--- src/rtl/spi_master.sv ---
// -----------------------------------------------------------------------------
// spi_master
//   SPI mode-0 master (CPOL=0, CPHA=0). One full-duplex transaction per accepted
//   i_start, MSB first. CS, SCLK and MOSI are all generated in the i_clk domain,
//   and MISO is sampled there as well, so setup, hold and gap times are plain
//   i_clk cycle counts.
//
// Ports
//   i_clk       system clock
//   i_rst_n     asynchronous active-low reset
//   i_start     start request, accepted only while o_busy is low
//   i_tx_data   word to transmit, captured on the accepting edge
//   o_busy      high from acceptance until the end of the CS-high gap
//   o_rx_data   last complete word received on MISO
//   o_rx_done   one-cycle pulse when o_rx_data is updated (CS rises the same cycle)
//   o_spi_cs    chip select, active-low
//   o_spi_clk   SCLK, idles low
//   o_spi_mosi  master out, slave in
//   i_spi_miso  master in, slave out (ignored while CS is high)
// -----------------------------------------------------------------------------
module spi_master #(
  parameter int DATA_WIDTH   = 8,
  parameter int HALF_PERIOD  = 4,
  parameter int SETUP_CYCLES = 4,
  parameter int HOLD_CYCLES  = 4,
  parameter int GAP_CYCLES   = 4
) (
  input  logic                  i_clk,
  input  logic                  i_rst_n,
  input  logic                  i_start,
  input  logic [DATA_WIDTH-1:0] i_tx_data,
  output logic                  o_busy,
  output logic [DATA_WIDTH-1:0] o_rx_data,
  output logic                  o_rx_done,
  output logic                  o_spi_cs,
  output logic                  o_spi_clk,
  output logic                  o_spi_mosi,
  input  logic                  i_spi_miso
);

  // One shared phase counter serves every timed state, so it is sized for the
  // longest of the setup, half-period, hold and gap intervals.
  localparam int MAX_SH  = (SETUP_CYCLES > HALF_PERIOD) ? SETUP_CYCLES : HALF_PERIOD;
  localparam int MAX_HG  = (HOLD_CYCLES > GAP_CYCLES) ? HOLD_CYCLES : GAP_CYCLES;
  localparam int CNT_MAX = ((MAX_SH > MAX_HG) ? MAX_SH : MAX_HG) - 1;
  localparam int CNT_W   = (CNT_MAX > 0) ? $clog2(CNT_MAX + 1) : 1;
  localparam int BIT_W   = (DATA_WIDTH > 2) ? $clog2(DATA_WIDTH) : 1;

  localparam logic [CNT_W-1:0] SETUP_LAST = CNT_W'(SETUP_CYCLES - 1);
  localparam logic [CNT_W-1:0] HALF_LAST  = CNT_W'(HALF_PERIOD - 1);
  localparam logic [CNT_W-1:0] HOLD_LAST  = CNT_W'(HOLD_CYCLES - 1);
  localparam logic [CNT_W-1:0] GAP_LAST   = CNT_W'(GAP_CYCLES - 1);
  localparam logic [BIT_W-1:0] BIT_LAST   = BIT_W'(DATA_WIDTH - 1);

  typedef enum logic [2:0] {
    S_IDLE,
    S_SETUP,
    S_SHIFT,
    S_HOLD,
    S_GAP
  } state_t;

  state_t                r_state;
  logic [CNT_W-1:0]      r_cnt;
  logic [BIT_W-1:0]      r_bit;
  logic [DATA_WIDTH-1:0] r_tx;
  logic [DATA_WIDTH-1:0] r_rx;
  logic [DATA_WIDTH-1:0] r_rx_data;
  logic                  r_rx_done;
  logic                  r_busy;
  logic                  r_cs;
  logic                  r_sclk;
  logic                  r_mosi;

  state_t                w_state;
  logic [CNT_W-1:0]      w_cnt;
  logic [BIT_W-1:0]      w_bit;
  logic [DATA_WIDTH-1:0] w_tx;
  logic [DATA_WIDTH-1:0] w_rx;
  logic [DATA_WIDTH-1:0] w_rx_data;
  logic                  w_rx_done;
  logic                  w_busy;
  logic                  w_cs;
  logic                  w_sclk;
  logic                  w_mosi;

  // State and output registers. Every output comes straight from a flop, and
  // the async reset returns the wire to the idle CS-high/SCLK-low condition
  // immediately, discarding any partially received word.
  always_ff @(posedge i_clk or negedge i_rst_n) begin
    if (!i_rst_n) begin
      r_state   <= S_IDLE;
      r_cnt     <= '0;
      r_bit     <= '0;
      r_tx      <= '0;
      r_rx      <= '0;
      r_rx_data <= '0;
      r_rx_done <= 1'b0;
      r_busy    <= 1'b0;
      r_cs      <= 1'b1;
      r_sclk    <= 1'b0;
      r_mosi    <= 1'b0;
    end else begin
      r_state   <= w_state;
      r_cnt     <= w_cnt;
      r_bit     <= w_bit;
      r_tx      <= w_tx;
      r_rx      <= w_rx;
      r_rx_data <= w_rx_data;
      r_rx_done <= w_rx_done;
      r_busy    <= w_busy;
      r_cs      <= w_cs;
      r_sclk    <= w_sclk;
      r_mosi    <= w_mosi;
    end
  end

  // Next-state logic. MISO is captured on the same edge that raises SCLK, so
  // the slave has had the whole low half (or the setup time, for the first bit)
  // to present its bit. The tx register always holds the bit currently on MOSI
  // in its MSB; it only advances on falling SCLK edges, and never after the
  // last bit, so MOSI holds the last bit through HOLD.
  always_comb begin
    w_state   = r_state;
    w_cnt     = r_cnt;
    w_bit     = r_bit;
    w_tx      = r_tx;
    w_rx      = r_rx;
    w_rx_data = r_rx_data;
    w_rx_done = 1'b0;
    w_busy    = r_busy;
    w_cs      = r_cs;
    w_sclk    = r_sclk;
    w_mosi    = r_mosi;

    case (r_state)
      S_IDLE: begin
        if (i_start) begin
          w_tx    = i_tx_data;
          w_rx    = '0;
          w_cnt   = '0;
          w_bit   = '0;
          w_cs    = 1'b0;
          w_busy  = 1'b1;
          w_mosi  = i_tx_data[DATA_WIDTH-1];
          w_state = S_SETUP;
        end
      end

      S_SETUP: begin
        if (r_cnt == SETUP_LAST) begin
          w_cnt   = '0;
          w_sclk  = 1'b1;
          w_rx    = {r_rx[DATA_WIDTH-2:0], i_spi_miso};
          w_state = S_SHIFT;
        end else begin
          w_cnt = r_cnt + CNT_W'(1);
        end
      end

      S_SHIFT: begin
        if (r_cnt != HALF_LAST) begin
          w_cnt = r_cnt + CNT_W'(1);
        end else if (r_sclk) begin
          w_cnt  = '0;
          w_sclk = 1'b0;
          if (r_bit != BIT_LAST) begin
            w_tx   = {r_tx[DATA_WIDTH-2:0], 1'b0};
            w_mosi = r_tx[DATA_WIDTH-2];
          end
        end else begin
          w_cnt = '0;
          if (r_bit == BIT_LAST) begin
            w_bit   = '0;
            w_state = S_HOLD;
          end else begin
            w_bit  = r_bit + BIT_W'(1);
            w_sclk = 1'b1;
            w_rx   = {r_rx[DATA_WIDTH-2:0], i_spi_miso};
          end
        end
      end

      S_HOLD: begin
        if (r_cnt == HOLD_LAST) begin
          w_cnt     = '0;
          w_cs      = 1'b1;
          w_mosi    = 1'b0;
          w_rx_data = r_rx;
          w_rx_done = 1'b1;
          w_state   = S_GAP;
        end else begin
          w_cnt = r_cnt + CNT_W'(1);
        end
      end

      S_GAP: begin
        if (r_cnt == GAP_LAST) begin
          w_cnt   = '0;
          w_busy  = 1'b0;
          w_state = S_IDLE;
        end else begin
          w_cnt = r_cnt + CNT_W'(1);
        end
      end

      default: begin
        w_state = S_IDLE;
      end
    endcase
  end

  assign o_busy     = r_busy;
  assign o_rx_data  = r_rx_data;
  assign o_rx_done  = r_rx_done;
  assign o_spi_cs   = r_cs;
  assign o_spi_clk  = r_sclk;
  assign o_spi_mosi = r_mosi;

endmodule
--- config.mk ---
export PLATFORM = sky130hd
export DESIGN_NAME = spi_master
export DESIGN_NICKNAME = d
export VERILOG_FILES = /design/src/rtl/spi_master.sv
export SDC_FILE = /design/constraint.sdc
export NUM_CORES = 1
export LEC_CHECK = 0
export BUFFER_PORTS_ARGS = -buffer_cell sky130_fd_sc_hd__clkbuf_2
export CORE_MARGIN = 3
export CORE_UTILIZATION = 35
export CTS_CLUSTER_SIZE = 10
export DETAILED_ROUTE_END_ITERATION = 12
export PLACE_DENSITY = 0.57
export SKIP_CTS_REPAIR_TIMING = 1
export SLEW_MARGIN = 20
export SYNTH_ARGS = -nofsm -noshare
export SYNTH_HDL_FRONTEND = slang
export SYNTH_SLANG_ARGS = --single-unit
--- constraint.sdc ---
create_clock -name i_clk -period 5.3 [get_ports i_clk]
set_input_delay 0.53 -clock i_clk [delete_from_list [all_inputs] [get_ports i_clk]]
set_output_delay 0.53 -clock i_clk [all_outputs]
set_load 0.01 [all_outputs]
==> reports/qor.txt <==
Post-synth ARST share - 100%
Port Buf Inserts - 24
die height - 78.6 µm
warnings from Yosys - 0
crit share post-route - 41.9%
Nets - 199
Hold Violations, Final - 0
placer's final routability congestion estimate - 0.724
first-pass GRT wire length - 6380 µm
Final Cell Area - 2100 µm²
synthesized area per cell - 11.5 µm²
Syn Std Cell Area - 1840 µm²
post-DP HPWL - 2520 µm
vias in the first global route - 1,292
Worst-path clk slew - 0.07 ns
CTS root buf - clkbuf_8
Post-Synthesis Cells - 160
CTS Buf Count - 5
Pwr per Cell Area - 530 nW/µm²
R2R cell count - 5
worst-skew pair later-pin latency - 0.28 ns
antenna fix cells - 0
full die area - 6170 µm²
pin count of the biggest net entering global routing - 37
Total Neg Setup Slack - 0 ns
Worst EP required - 5.47 ns
Final ANT Viol Nets - 0
Routed WL per cell - 14.3 µm
Layout fillers - 494
Max FO, Critical Path - 7
final core utilization - 42.7%
nature of the critical path endpoint - register
Commonest cells post-synth - dfrtp_1 (35), mux2_2 (25), o21ai_0 (11), inv_1 (9), nand3_1 (9)
Syn-to-layout area delta - 13.7%
type of origin of the critical path - register
via/cell ratio - 5.27
EDFF count, synth - 0
initial core utilization - 37.5%
most common cell in the netlist - dfrtp_1
total track usage - 13.2%
Slew @ Worst Pin - 0.888 ns
WS Path Type - reg -> reg
Slew Limit Fails - 0
worst min path class - in -> async
crit path time final - 2.22 ns
MaxCap Viol Count - 0
skew final - 0.00724 ns
final setup violation count - 0
Area after DPL - 2010 µm²
share of layout cells above drive strength 1 - 33.2%
Overflow after GRT - 0
status - finished clean
Peak VDD IR - 0.180 mV
register area share after synthesis - 48.9%
Slew HR - 40.8%
worst path arrival time - 2.39 ns
TritonCTS clock tree - built
synth top area cells - dfrtp_1 (48%), mux2_2 (15%), o221ai_1 (3.8%), o21ai_0 (3.0%), ha_1 (2.7%)
DRC viols - 0
RSZ-0062 raised after global routing - no
syn_nets - 176
CTS sink count - 36
synthesis-stage register bit count - 36
Detailed Route WL - 3600 µm
Cell Rows - 25
total number of vias - 1,323
top_reg_cell synth - dfrtp_1
post-synth top area share - 47.5%
Die Width - 78.6 µm
DR iter-0 viols - 67
deepest clock path buffer count - 2
post-synth top area cell - dfrtp_1
I/O pin total - 25
H-tree Lvls - 2
initial antenna violation count - 0
post-synth cell types - 37
DRT Pass-1 Iters - 4
Fmax achieved - 450 MHz
Leak Pwr - 0.000940 µW
Core Box Area - 4910 µm²
worst max-delay path, cell delays in order (launching register included):
cell and delay [ns]:
dfrtp_1 0.39, ha_1 0.23, ha_1 0.22, nand2b_1 0.22, a2111oi_4 0.64, mux2_2 0.41
sequential cells by signal, summed over array words and instances (netlist names):
register,flops
o_rx_data,8
r_rx,8
r_tx,7
r_bit,3
r_state,3
r_cnt,2
o_busy,1
o_rx_done,1
o_spi_clk,1
o_spi_cs,1
o_spi_mosi,1
layout make-up:
cell class / count / area, µm² / share of cell area, %
timing repair buffer: 24 / 120 / 5.73
inverter: 9 / 33.8 / 1.61
multi-input combinational: 107 / 866 / 41.3
sequential: 36 / 902 / 43.0
clock buffer: 8 / 90.1 / 4.30
tap: 67 / 83.8 / 4.00
path summary, 6_finish.rpt:
path | startpoint | to | slack (ns)
max | r_bit[0] | r_tx[2] | 3.08
min | i_rst_n | o_rx_data[5] | 0.36
max reg2reg | r_bit[0] | r_tx[2] | 3.08
min reg2reg | o_rx_data[6] | o_rx_data[6] | 0.50
max in group asynchronous | i_rst_n | o_rx_data[2] | 4.39
min in group i_clk | o_rx_data[6] | o_rx_data[6] | 0.50
metrics by stage:
step	std cells	total power (µW)	hold WS, ns	worst slack (ns)
2_1_floorplan	160	815	0.234	3.29
3_3_place_gp	243	897	0.482	3.14
3_5_place_dp	243	924	0.492	3.07
4_1_cts	251	1130	0.395	3.05
5_1_grt	251	1210	0.432	2.93
6_report	251	1110	0.364	3.08
metal layers:
metal	global-route usage, %	vias up	routed length, µm
met3	3.21	4	189
met5	0	-	0
met1	17.0	653	1560
li1	-	629	-
met4	5.24	0	38
met2	21.2	37	1810
kinds of logic after synthesis:
| logic type | share of synthesized area, % |
|---|---|
| xor gates and xnor gates | 0.475 |
| DFF | 48.9 |
| muxes | 16.4 |
| and+or+nand+nor | 12.2 |
| AOI/OAI and AO/OA | 15.3 |
| buffers and inverters | 4.07 |
| adders and majority gates | 2.72 |
power by group:
group	total [µW]	internal [µW]	switching, µW
clock	197	106	91.3
sequential	494	379	115
combinational	418	213	205
placed cells by master (no fill, tap or decap), drive strengths merged, types with 2 or more instances in the layout:
cell type	instances
a211oi	2
a21oi	2
a221oi	3
and3b	2
clkbuf	32
dfrtp	35
ha	4
inv	9
mux2	25
mux2i	2
nand2	7
nand2b	2
nand3	9
nor2	4
nor2b	8
nor3b	2
nor4b	2
o21a	2
o21ai	12
o221ai	8
No activity file was read; power rests on OpenSTA's default activity.
